--- src/rtl/inner_prod_accum.sv ---
// Accumulates LENGTH signed products into a wide accumulator and hands off one
// saturated WIDTH-bit inner product per vector over a valid/ready output port.
module inner_prod_accum #(
    parameter int WIDTH  = 16,
    parameter int LENGTH = 8
) (
    input  logic             clk,
    input  logic             rst_n,
    input  logic             clear,
    input  logic             in_valid,
    output logic             in_ready,
    input  logic [WIDTH-1:0] in_data,
    output logic             out_valid,
    input  logic             out_ready,
    output logic [WIDTH-1:0] out_data,
    output logic             out_sat
);

    // Handshakes: a transfer happens on a rising edge where valid && ready;
    // valid never waits on ready, and a raised out_valid holds its payload
    // until the transfer. clear overrides both handshakes.

    localparam int CNT_W = $clog2(LENGTH);
    // Guard bits let a whole vector of extreme products sum without wrapping.
    localparam int ACC_W = WIDTH + CNT_W;
    localparam logic [CNT_W-1:0] LAST_CNT = CNT_W'(LENGTH - 1);
    localparam logic [WIDTH-1:0] MAX_VAL  = {1'b0, {(WIDTH - 1){1'b1}}};
    localparam logic [WIDTH-1:0] MIN_VAL  = {1'b1, {(WIDTH - 1){1'b0}}};

    typedef enum logic {
        ACCUM  = 1'b0,
        OUTPUT = 1'b1
    } state_t;

    state_t           state;
    state_t           state_next;
    logic [ACC_W-1:0] acc;
    logic [ACC_W-1:0] in_ext;
    logic [ACC_W-1:0] sum_full;
    logic [CNT_W-1:0] count;
    logic             accept;
    logic             last_accept;
    logic             pos_ovf;
    logic             neg_ovf;
    logic [WIDTH-1:0] sat_data;
    logic             sat_flag;

    assign accept      = in_valid && in_ready;
    assign last_accept = accept && (count == LAST_CNT);

    assign in_ext   = {{CNT_W{in_data[WIDTH-1]}}, in_data};
    assign sum_full = acc + in_ext;

    // The sum fits in WIDTH bits only when every guard bit matches the sign.
    assign pos_ovf = !sum_full[ACC_W-1] && (|sum_full[ACC_W-2:WIDTH-1]);
    assign neg_ovf = sum_full[ACC_W-1] && !(&sum_full[ACC_W-2:WIDTH-1]);

    always_comb begin
        sat_data = sum_full[WIDTH-1:0];
        sat_flag = 1'b0;
        if (pos_ovf) begin
            sat_data = MAX_VAL;
            sat_flag = 1'b1;
        end else if (neg_ovf) begin
            sat_data = MIN_VAL;
            sat_flag = 1'b1;
        end
    end

    // State register
    always_ff @(posedge clk) begin
        if (!rst_n) begin
            state <= ACCUM;
        end else begin
            state <= state_next;
        end
    end

    // Next-state logic
    always_comb begin
        state_next = state;
        if (clear) begin
            state_next = ACCUM;
        end else begin
            case (state)
                ACCUM:   if (last_accept) state_next = OUTPUT;
                OUTPUT:  if (out_ready)   state_next = ACCUM;
                default: state_next = ACCUM;
            endcase
        end
    end

    // Output decode
    always_comb begin
        in_ready  = (state == ACCUM) && !clear && rst_n;
        out_valid = (state == OUTPUT);
    end

    // The accumulator and count are zeroed as the final product is captured,
    // so the block is already primed for the next vector when OUTPUT hands off.
    always_ff @(posedge clk) begin
        if (!rst_n) begin
            acc      <= '0;
            count    <= '0;
            out_data <= '0;
            out_sat  <= 1'b0;
        end else if (clear) begin
            acc   <= '0;
            count <= '0;
        end else if (last_accept) begin
            acc      <= '0;
            count    <= '0;
            out_data <= sat_data;
            out_sat  <= sat_flag;
        end else if (accept) begin
            acc   <= sum_full;
            count <= count + 1'b1;
        end
    end

endmodule

--- config.mk ---
export PLATFORM = sky130hd
export DESIGN_NAME = inner_prod_accum
export DESIGN_NICKNAME = d
export VERILOG_FILES = /design/src/rtl/inner_prod_accum.sv
export SDC_FILE = /design/constraint.sdc
export NUM_CORES = 1
export LEC_CHECK = 0
export CAP_MARGIN = 25
export CORE_MARGIN = 2
export CORE_UTILIZATION = 40
export DETAILED_ROUTE_END_ITERATION = 16
export MAX_ROUTING_LAYER = met4
export PLACE_DENSITY = 0.63
export SYNTH_ARGS = -nofsm -noshare
export SYNTH_HDL_FRONTEND = slang
export SYNTH_SLANG_ARGS = --single-unit
--- constraint.sdc ---
create_clock -name clk -period 6.55 [get_ports clk]
set_input_delay 0.655 -clock clk [delete_from_list [all_inputs] [get_ports clk]]
set_output_delay 0.655 -clock clk [all_outputs]
set_load 0.01 [all_outputs]
* Word level (Yosys, flattened, before mapping) *
Cells that the tools add are included.

storage, ports and cells
  flip-flop bits (word level) = 40
  bits in latches = 0
  memory bits (writable) = 0
  memory bits (read-only) = 0
  input bits = 21
  word-level logic and storage cells = 32
  memories = 0

cells by class
  add/subtract/negate cells = 2
  multipliers = 0
  div/mod/pow operators = 0
  order comparisons = 0
  eq/ne operators = 1
  shift operators = 0
  multiplexer cells = 7
  bitwise logic cells = 3
  reductions and logical operators = 14

operators with widths
  cell                                                           count
  16-bit two-way mux                                             2
  19-bit adder                                                   1
  1-bit logical AND                                              6
  3-bit OR reduction                                             2
  1-bit two-way mux                                              4
  3-bit by 1-bit adder with 3-bit output, second input constant  1
  3-bit equality test, second input constant                     1
  1-bit zero test                                                3
  1-bit NOT                                                      3
  3-bit AND reduction                                            1
  1-bit one-hot mux with 2 select lines                          1
  2-bit AND reduction                                            1
  2-bit OR reduction                                             1

* Logic depth before layout (Yosys ltp) *
Gate-level depths: netlist of run 1.

  depth in word-level cells = 7
  gate-level depth with buffers = 12
  depth with buffers taken out = 11

* Least setup slack after synthesis of run 1 *
Ideal clock, no wire load.

  kind = input to register
  start point = in in_data[0]
  end point = reg out_data[14]
  setup time = 130 ps
  data arrival time = 2922 ps
  data required time = 6420 ps
  slack = 3498 ps
  cell stages on the path = 12
  cell sequence = ha_1 > inv_1 > fa_1 > nand2b_1 > a21oi_1 > o21ai_2 > a21oi_2 > o41ai_4 > xnor2_2 > o311ai_4 > buf_6 > o211ai_2

on the way
  longest elaborated chain between the ends = 6
  elaborated cells on any way between the ends = 9

ends and longest elaborated chain
  element                 line  text
  start: declaration      12    input logic [WIDTH-1:0] in_data,
  19-bit adder (*)        52    assign sum_full = acc + in_ext;
  3-bit AND reduction     56    assign neg_ovf = sum_full[ACC_W-1] && !(&sum_full[ACC_W-2:WIDTH-1]);
  1-bit zero test         56
  1-bit logical AND       56
  16-bit two-way mux      64    end else if (neg_ovf) begin
  16-bit two-way mux (*)  61    if (pos_ovf) begin
  end signal: assignment  113   out_data <= sat_data;
  end: declaration        15    output logic [WIDTH-1:0] out_data,

Mark *: on every way between the ends. The rest lies on a longest branch, timed or not.
A chain may end at the register's enable or synchronous reset.

* Worst setup path after layout of run 1 *
  start point = in in_data[0]
  end point = reg out_data[1]

The elaborated chain is that of the path after synthesis.

==> out/results.txt, run 1 <==
Boundary Pins: 40
Pin count of the biggest net entering global routing: 24
Worst setup startpoint: in_data[0]
Final Util: 0.500
Area post-placement: 2980 um^2
Count of final max-slew check failures: 0
Final count of negative-setup-slack endpoints: 0
Layout cells sized above 1: 0.129
Initial DRT Pass Iterations: 4
Post-CTS sizing: 0
Area share of the leading cell type in the synthesized netlist: 0.314
Number of clock sinks: 40
Final Hold Violating Endpoints: 0
Root Buffer Master: sky130_fd_sc_hd__clkbuf_8
Total clock buffers created by CTS: 5
Worst slew margin: 0.373
Min-Delay Startpoint: acc[11]
Kind of end point of the critical path: register
Synth Register Bits: 40
Post-layout instance area: 3120 um^2
Most instantiated flip-flop cell in the synthesis netlist: sky130_fd_sc_hd__dfxtp_1
Vias post-DR: 2175
Die boundary height: 83.8 um
Post-CTS Setup Repair Bufs: 0
Layout net count: 381
Unique masters post-synth: 47
Total of fill cells in the finished design: 621
Post-CTS clock slew at the launch and capture registers of the worst setup and hold paths: 0.08 ns
Effective utilization at floorplan: 0.408
Peak Freq: 260 MHz
Post-route worst setup slack: 2.71 ns
# H-tree levels: 2
Worst-Skew Late Latency: 0.31 ns
Maximum VDD drop: 0.0895 mV
Area used by sequential logic in the layout: 801 um^2
Antenna violations before repair: 0
Count of antenna-violating nets left after detailed routing: 0
Aggregate global routing overflow: 0
Non-filler instance count after layout: 417
RSZ-0062 raised after global routing: false
Kind of start point of the critical path: input port
Setup TNS after final layout: 0 ns
Minimum clock period after layout: 3.84 ns
Total of buffers placed on input and output ports: 39
Via-to-Cell Ratio: 5.22
Detailed Route Iter0 Violations: 69
Cell leakage power: 1.24 nW
Dpl hpwl: 4.37 mm
Launch instance of the worst register-to-register path: acc[0]
Status: finished clean
Max-capacitance violation count: 0
Hold-fix buffers, CTS: 0
Max clock buf depth: 2
Post-placement worst setup slack: 2.38 ns
Routability congestion estimate from global placement: 0.802
Inst Count DP: 407
Clock tree from TritonCTS: yes
Synthesized cell area: 2550 um^2
Worst min path class: register to register
PnR Total Power: 0.544 mW
Die Outline Area: 7030 um^2
Cell count after synthesis: 303
Ys async rst share: 0
Post-Synthesis Mean Instance Area: 8.41 um^2
Standard-cell rows: 29
Data required time at the worst endpoint: 6.68 ns
Worst clock skew: 0.00843 ns
Width of the die: 83.8 um
All-Layer GR Usage: 0.189
Via count of the first global-routing pass: 2050
Area taken by multi-input logic gates: 1640 um^2
First-pass GRT wire length: 10.3 mm
Total wire length: 6.13 mm
Final-layout worst hold slack: 0.461 ns
Area overhead of the layout relative to synthesis: 22.4%
Area of the placeable core: 6240 um^2
Count of antenna diodes in the layout: 0
Final cycle utilization of the critical path: 0.586
Least-Margin Pin Slew: 0.940 ns
Number of warnings printed during yosys synthesis: 0
Detailed-route wire length per cell: 14.7 um
Library cell occupying the most area in the post-synthesis netlist: sky130_fd_sc_hd__dfxtp_1
Number of synthesized flops with an enable pin: 0
Largest fanout on the critical path: 15
Data arrival, critical path: 3.97 ns
Detailed-route DRC error count: 0
Post-synthesis sequential area ratio: 0.314
Power Dens Cells: 175 nW/um^2
Classification of the worst setup path: input port to register
Net Count, Synth: 345
Leading cell types by total area after synthesis: sky130_fd_sc_hd__dfxtp_1, sky130_fd_sc_hd__nand2_1, sky130_fd_sc_hd__ha_1
layer usage:
metal  track usage  vias to the layer above  part of all wire
li1              -                     1127                 -
met4        0.0616                        0             0.022
met1         0.261                      992              0.50
met2         0.278                       44              0.44
met3        0.0356                       12             0.040
met5             -                        -                 0
path summary, 6_finish.rpt:
kind / end / slack [ns] / cells after the start
worst max-delay path: out_data[1] / 2.71 / 12
worst min-delay path: acc[11] / 0.46 / 2
worst max register to register: out_data[1] / 3.19 / 11
worst min register to register: acc[11] / 0.46 / 2
report_power, final:
group / internal, mW / total, mW / switching (mW)
Combinational: 0.0325 / 0.0781 / 0.0457
Clock: 0.125 / 0.220 / 0.0956
Sequential: 0.245 / 0.246 / 0.00111
worst max-delay path: stages:
cell                              delay (ns)
sky130_fd_sc_hd__clkdlybuf4s50_1        0.47
sky130_fd_sc_hd__ha_1                   0.20
sky130_fd_sc_hd__inv_1                  0.07
sky130_fd_sc_hd__fa_1                   0.39
sky130_fd_sc_hd__nand2b_1               0.18
sky130_fd_sc_hd__a21oi_1                0.25
sky130_fd_sc_hd__o21ai_2                0.10
sky130_fd_sc_hd__a21oi_2                0.26
sky130_fd_sc_hd__o41ai_4                0.12
sky130_fd_sc_hd__xnor2_2                0.22
sky130_fd_sc_hd__o311ai_4               0.84
sky130_fd_sc_hd__o311ai_1               0.21
cells in the mapped netlist, drive strengths merged, types with 2 or more instances:
library cell,n
a21oi,37
and2,3
o311ai,3
xnor2,15
dfxtp,40
a211oi,6
o211ai,14
o21ai,8
buf,2
o21bai,3
xor2,3
nor2,22
clkbuf,11
o41ai,2
a31oi,2
nor3,3
inv,11
ha,20
nand2,70
nand3,8
a21o,6
nand2b,2
a211o,2
cell type report:
cell class | instances | area share
Timing Repair Buffer | 42 | 0.134
Sequential cell | 40 | 0.257
Multi-Input combinational cell | 239 | 0.527
Clock inverter | 2 | 0.0124
Inverter | 11 | 0.0132
Clock buffer | 6 | 0.0265
Tap cell | 77 | 0.0309
registers in the layout, summed over array words and instances, names as in the netlist:
signal / flops
acc: 19
out_data: 16
out_valid: 1
out_sat: 1
count: 3
kinds of logic after synthesis:
logic type / share of synthesized area
compound gates: 0.276
buf+inv: 0.0412
flops: 0.314
simple gates: 0.187
xor+xnor: 0.0707
fa+ha+maj: 0.106
mux: 0.00442
layout by cell type (no fill, tap or decap), drive strengths merged, types with 2 or more instances in the layout:
| master | count |
|---|---|
| nand2 | 70 |
| o21bai | 3 |
| buf | 3 |
| nor2 | 22 |
| a211oi | 6 |
| o211ai | 14 |
| a31oi | 2 |
| a211o | 2 |
| o311ai | 3 |
| nor3 | 3 |
| dfxtp | 40 |
| xor2 | 3 |
| inv | 11 |
| a21oi | 37 |
| o21ai | 8 |
| ha | 20 |
| clkdlybuf4s50 | 39 |
| and2 | 3 |
| o41ai | 2 |
| xnor2 | 15 |
| clkbuf | 6 |
| nand2b | 2 |
| nand3 | 8 |
| a21o | 6 |
(Power assumes the default switching activity.)
==> run 2: changes to the inputs <==
==> constraint.sdc (replaced) <==
create_clock -name clk -period 3.6 [get_ports clk]
set_input_delay 0.36 -clock clk [delete_from_list [all_inputs] [get_ports clk]]
set_output_delay 0.36 -clock clk [all_outputs]
set_load 0.01 [all_outputs]
==> out/results.txt, run 2 (synthesis results as in run 1) <==
Post-CTS Setup Repair Bufs: 0
Worst-Skew Late Latency: 0.30 ns
Largest fanout on the critical path: 11
Kind of start point of the critical path: input port
Layout net count: 384
Cell with the largest stage delay on the worst path: sky130_fd_sc_hd__clkdlybuf4s50_1
Area overhead of the layout relative to synthesis: 23.6%
Maximum VDD drop: 0.207 mV
Final cycle utilization of the critical path: 0.873
Max-capacitance violation count: 0
Cell leakage power: 1.26 nW
Worst min path class: register to register
Detailed-route wire length per cell: 14.1 um
Share of power burned in registers: 0.453
Data arrival, critical path: 3.33 ns
Clock tree from TritonCTS: yes
Least-Margin Pin Slew: 0.914 ns
Critical path's largest stage delay: 0.48 ns
Post-CTS sizing: 0
Switching Fraction: 0.260
Cells traversed along the worst timing path: clkdlybuf4s50_1 -> ha_1 -> inv_1 -> fa_1 -> nand2b_1 -> a21oi_1 -> o21ai_2 -> a21oi_2 -> o41ai_2 -> xnor2_2 -> a31oi_2 -> buf_4 -> o211ai_2
Cell depth of the worst hold path: 2
Post-route worst setup slack: 0.457 ns
Total clock buffers created by CTS: 5
Largest delay contributor family on the critical path: compound AO/OA/AOI/OAI gates
Total number of cells along the worst setup path: 13
Power share of the combinational group: 0.142
Width of the die: 83.8 um
Vias post-DR: 2185
Peak Freq: 318 MHz
Total wire length: 5.93 mm
Number of cells traversed by the worst register-to-register path: 12
Count of final max-slew check failures: 0
Hold-fix buffers, CTS: 0
Boundary Pins: 40
Minimum clock period after layout: 3.14 ns
End point of the worst hold path: acc[0]
Data required time at the worst endpoint: 3.78 ns
Post-layout instance area: 3150 um^2
Initial DRT Pass Iterations: 4
Area of the placeable core: 6240 um^2
Dpl hpwl: 4.46 mm
Via count of the first global-routing pass: 2158
Count of antenna-violating nets left after detailed routing: 0
All-Layer GR Usage: 0.178
Final-layout worst hold slack: 0.462 ns
Antenna violations before repair: 0
Die Outline Area: 7030 um^2
Via-to-Cell Ratio: 5.20
Launch instance of the worst register-to-register path: acc[0]
Flip-flop count of the largest register after layout: 19
Max clock buf depth: 2
Setup TNS after final layout: 0 ns
# H-tree levels: 2
Kind of end point of the critical path: register
Aggregate global routing overflow: 0
Number of clock sinks: 40
Pin count of the biggest net entering global routing: 24
Largest register by flop count: acc
Commonest cells after routing, fill and taps aside: sky130_fd_sc_hd__nand2_1, sky130_fd_sc_hd__dfxtp_1, sky130_fd_sc_hd__clkdlybuf4s50_1
Detailed Route Iter0 Violations: 88
Total of buffers placed on input and output ports: 39
Count of antenna diodes in the layout: 0
Standard-cell rows: 29
Psw: 0.257 mW
First-pass GRT wire length: 9.87 mm
Leading registers by flop count: acc (19), out_data (16), count (3)
Detailed-route DRC error count: 0
Effective utilization at floorplan: 0.408
Min-Delay Startpoint: acc[0]
Post-CTS clock slew at the launch and capture registers of the worst setup and hold paths: 0.09 ns
Root Buffer Master: sky130_fd_sc_hd__clkbuf_8
RR Endpoint: out_data[2]
Number of buffer and inverter instances along the worst setup path: 3
Reg-to-reg setup timing slack: 0.66 ns
Final count of negative-setup-slack endpoints: 0
Die boundary height: 83.8 um
PnR Total Power: 0.988 mW
Worst slew margin: 0.388
Cell Int Power: 0.732 mW
Most common library cell in the layout ignoring fill and taps: sky130_fd_sc_hd__nand2_1
Classification of the worst setup path: input port to register
Area post-placement: 3030 um^2
Routability congestion estimate from global placement: 0.817
Layout cells sized above 1: 0.137
Final Hold Violating Endpoints: 0
Post-placement worst setup slack: 0.132 ns
Fraction of power consumed by the clock network: 0.405
Power Dens Cells: 314 nW/um^2
RSZ-0062 raised after global routing: false
Status: finished clean
Worst clock skew: 0.00782 ns
## run 2: cell types whose count changed in the layout (fill, tap and decap cells not counted)
cell | previous run | this run
sky130_fd_sc_hd__buf_6 | 1 | 0
sky130_fd_sc_hd__buf_4 | 2 | 5
sky130_fd_sc_hd__buf_12 | 0 | 1
## run 2: power by group through the flow
stage,clock network (mW),logic [mW],registers (mW)
after global routing,0.424,0.155,0.448
after CTS,0.408,0.141,0.448
after floorplan,0,0.0928,0.458
after global placement,0,0.139,0.458
after detailed placement,0,0.140,0.458
final,0.400,0.141,0.448
## run 2: worst min-delay path: cells and delay by family (launching register included)
family | cells | cell delay, ns
compound gates | 1 | 0.05
flops | 1 | 0.32
simple gates | 1 | 0.05
## run 2: worst max path at each step
stage	start	endpoint	slack, ns
3_3_place_gp	in_data[0]	out_data[12]	0.17
4_1_cts	in_data[0]	out_data[12]	0.45
2_1_floorplan	in_data[0]	out_data[14]	0.84
6_report	in_data[0]	out_data[2]	0.46
5_1_grt	in_data[0]	out_data[2]	0.24
3_5_place_dp	in_data[0]	out_data[12]	0.13
## run 2: final cells by class
class / instances / area [um^2]
sequential: 40 / 801
tap: 77 / 96.3
multi-input combinational: 239 / 1640
inverter: 11 / 41.3
fill: 626 / 3090
timing repair buffer: 45 / 448
clock buffer: 6 / 82.6
clock inverter: 2 / 38.8
## run 2: metal layers
layer / wire (um) / global-route usage
met1: 2810 / 0.222
met2: 2780 / 0.290
met3: 231 / 0.0415
met4: 101 / 0.0499
met5: 0 / -
## run 2: metrics by stage
stage               std cells   util
floorplan                 303      -
global placement          412  0.485
detailed placement        412  0.485
CTS                       420  0.505
global route              420  0.505
finish                    420  0.505
==> RTL edit: new RTL, settings of run 2 <==
The parameter `LENGTH` goes from 8 to 16.
--- a/src/rtl/inner_prod_accum.sv
+++ b/src/rtl/inner_prod_accum.sv
@@ -4,3 +4,3 @@
     parameter int WIDTH  = 16,
-    parameter int LENGTH = 8
+    parameter int LENGTH = 16
 ) (
Function: changed (a bounded check fails within 10 cycles, from zero or initial values and one cycle with rst_n low).
==> RTL edit against run 2 <==
Sequential cell count up 2. Worst hold slack improved by 0.0022 ns. Area after synthesis shrank 1.1%. Total power is 4.5% lower. Highest routed layer unchanged. Clock skew shrank 0.0021 ns. Largest power group unchanged. Routed wire length increased by 17%. Final area fell by 0.52%. Setup slack got worse by 0.29 ns. Register-to-register slack got worse by 0.31 ns.
==> RTL edit: results (changes against run 2) <==
Largest registers: acc x20, out_data x16, count x4 (was acc x19, out_data x16, count x3). The run gives 80 (was 88) as the count of routing violations after the opening detailed-route iteration. The tools report the post-synthesis cell count as 311 (was 303).

The net total in the final layout was 399 (was 384); the count of cell types in the netlist was 43 (was 47). The critical path data required time came out at 3.84 ns (was 3.78 ns). The global-route wire length before repair is 11500 um (was 9870 um), and the average detailed-routed wire length per instance is 16.1 um (was 14.1 um). The mean number of vias per cell came out at 5.53 (was 5.20). The run finished with clean final reports.

The capture point of the critical path was out_data[3] (was out_data[2]). The number of global-route vias before repair was 2368 (was 2158). The tools report the hold slack as 0.464 ns (was 0.462 ns). The share of final-layout standard cells stronger than drive strength 1 is 0.0754 (was 0.137). The largest driver fanout on the critical path is 10 (was 11), and the highest cell delay on the worst timing path is 0.41 ns (was 0.48 ns). The detailed-route wire length was 6970 um (was 5930 um); the amount of wire on met2 after detailed routing was 3390 um (was 2780 um). Top cells by area in the synthesized netlist: dfxtp_1, ha_1, a21oi_1 (was dfxtp_1, nand2_1, ha_1). The tools report the net count of the mapped netlist as 353 (was 345).

Pre-CTS worst setup slack: -0.0904 ns (was 0.132 ns). The run gives 0.206 mV (was 0.207 mV) as the worst-case vdd ir drop. Worst hold path startpoint: acc[7] (was acc[0]). The switching part of the total power was 0.286 (was 0.260); the clock tree skew after final layout was 0.00571 ns (was 0.00782 ns). The tools report the number of instances in the placed design as 425 (was 412). The tools report the post-detailed-placement cell area as 0.00305 mm^2 (was 0.00303 mm^2).
-- RTL edit: cell count changes in the layout (fill, tap and decap cells not counted), sizes merged, moves of 5 or more --
cell    change
a21o        +5
buf         +5
inv         -7
nand2      -32
nand3       +7
nor2       +10
nor3        +5
o211ai     -12
o21ai      +10
or3         +8
xnor2       -6
xor2        +8
-- RTL edit: power groups by stage --
stage | logic [mW] | clock network (mW) | registers [mW]
after CTS | 0.160 | 0.320 | 0.470
after global placement | 0.159 | 0 | 0.481
after global routing | 0.175 | 0.342 | 0.471
after detailed placement | 0.159 | 0 | 0.481
final | 0.160 | 0.313 | 0.470
after floorplan | 0.0962 | 0 | 0.481
-- RTL edit: per-layer routing --
layer,vias up,global-route usage
met3,2,0.0298
met2,44,0.357
li1,1212,-
met1,1135,0.266
met5,-,-
met4,0,0.0417
-- RTL edit: kinds of logic (layout without fill, tap and decap cells) --
kind of cell / after synthesis / after routing / share of synthesized area
AO/OA/AOI/OAI: 92 / 92 / 0.239
XOR/XNOR: 20 / 20 / 0.0695
adder cells (fa/ha/maj): 21 / 21 / 0.107
buffers and inverters: 14 / 61 / 0.0208
flip-flops: 42 / 42 / 0.334
AND/OR/NAND/NOR: 122 / 122 / 0.230
-- RTL edit: final cells by class --
type / count / area [um^2]
fillers: 590 / 2860
multi-input cells: 255 / 1630
flip-flops and latches: 42 / 841
repair buffers: 50 / 473
well taps: 75 / 93.8
clock buffers: 5 / 68.8
clock inverters: 3 / 18.8
inverters: 3 / 11.3
-- RTL edit: worst min path at each step --
stage and to:
3_3_place_gp acc[0], 3_5_place_dp out_data[1], 2_1_floorplan acc[0], 5_1_grt out_data[1]
4_1_cts acc[14], 6_report acc[7]
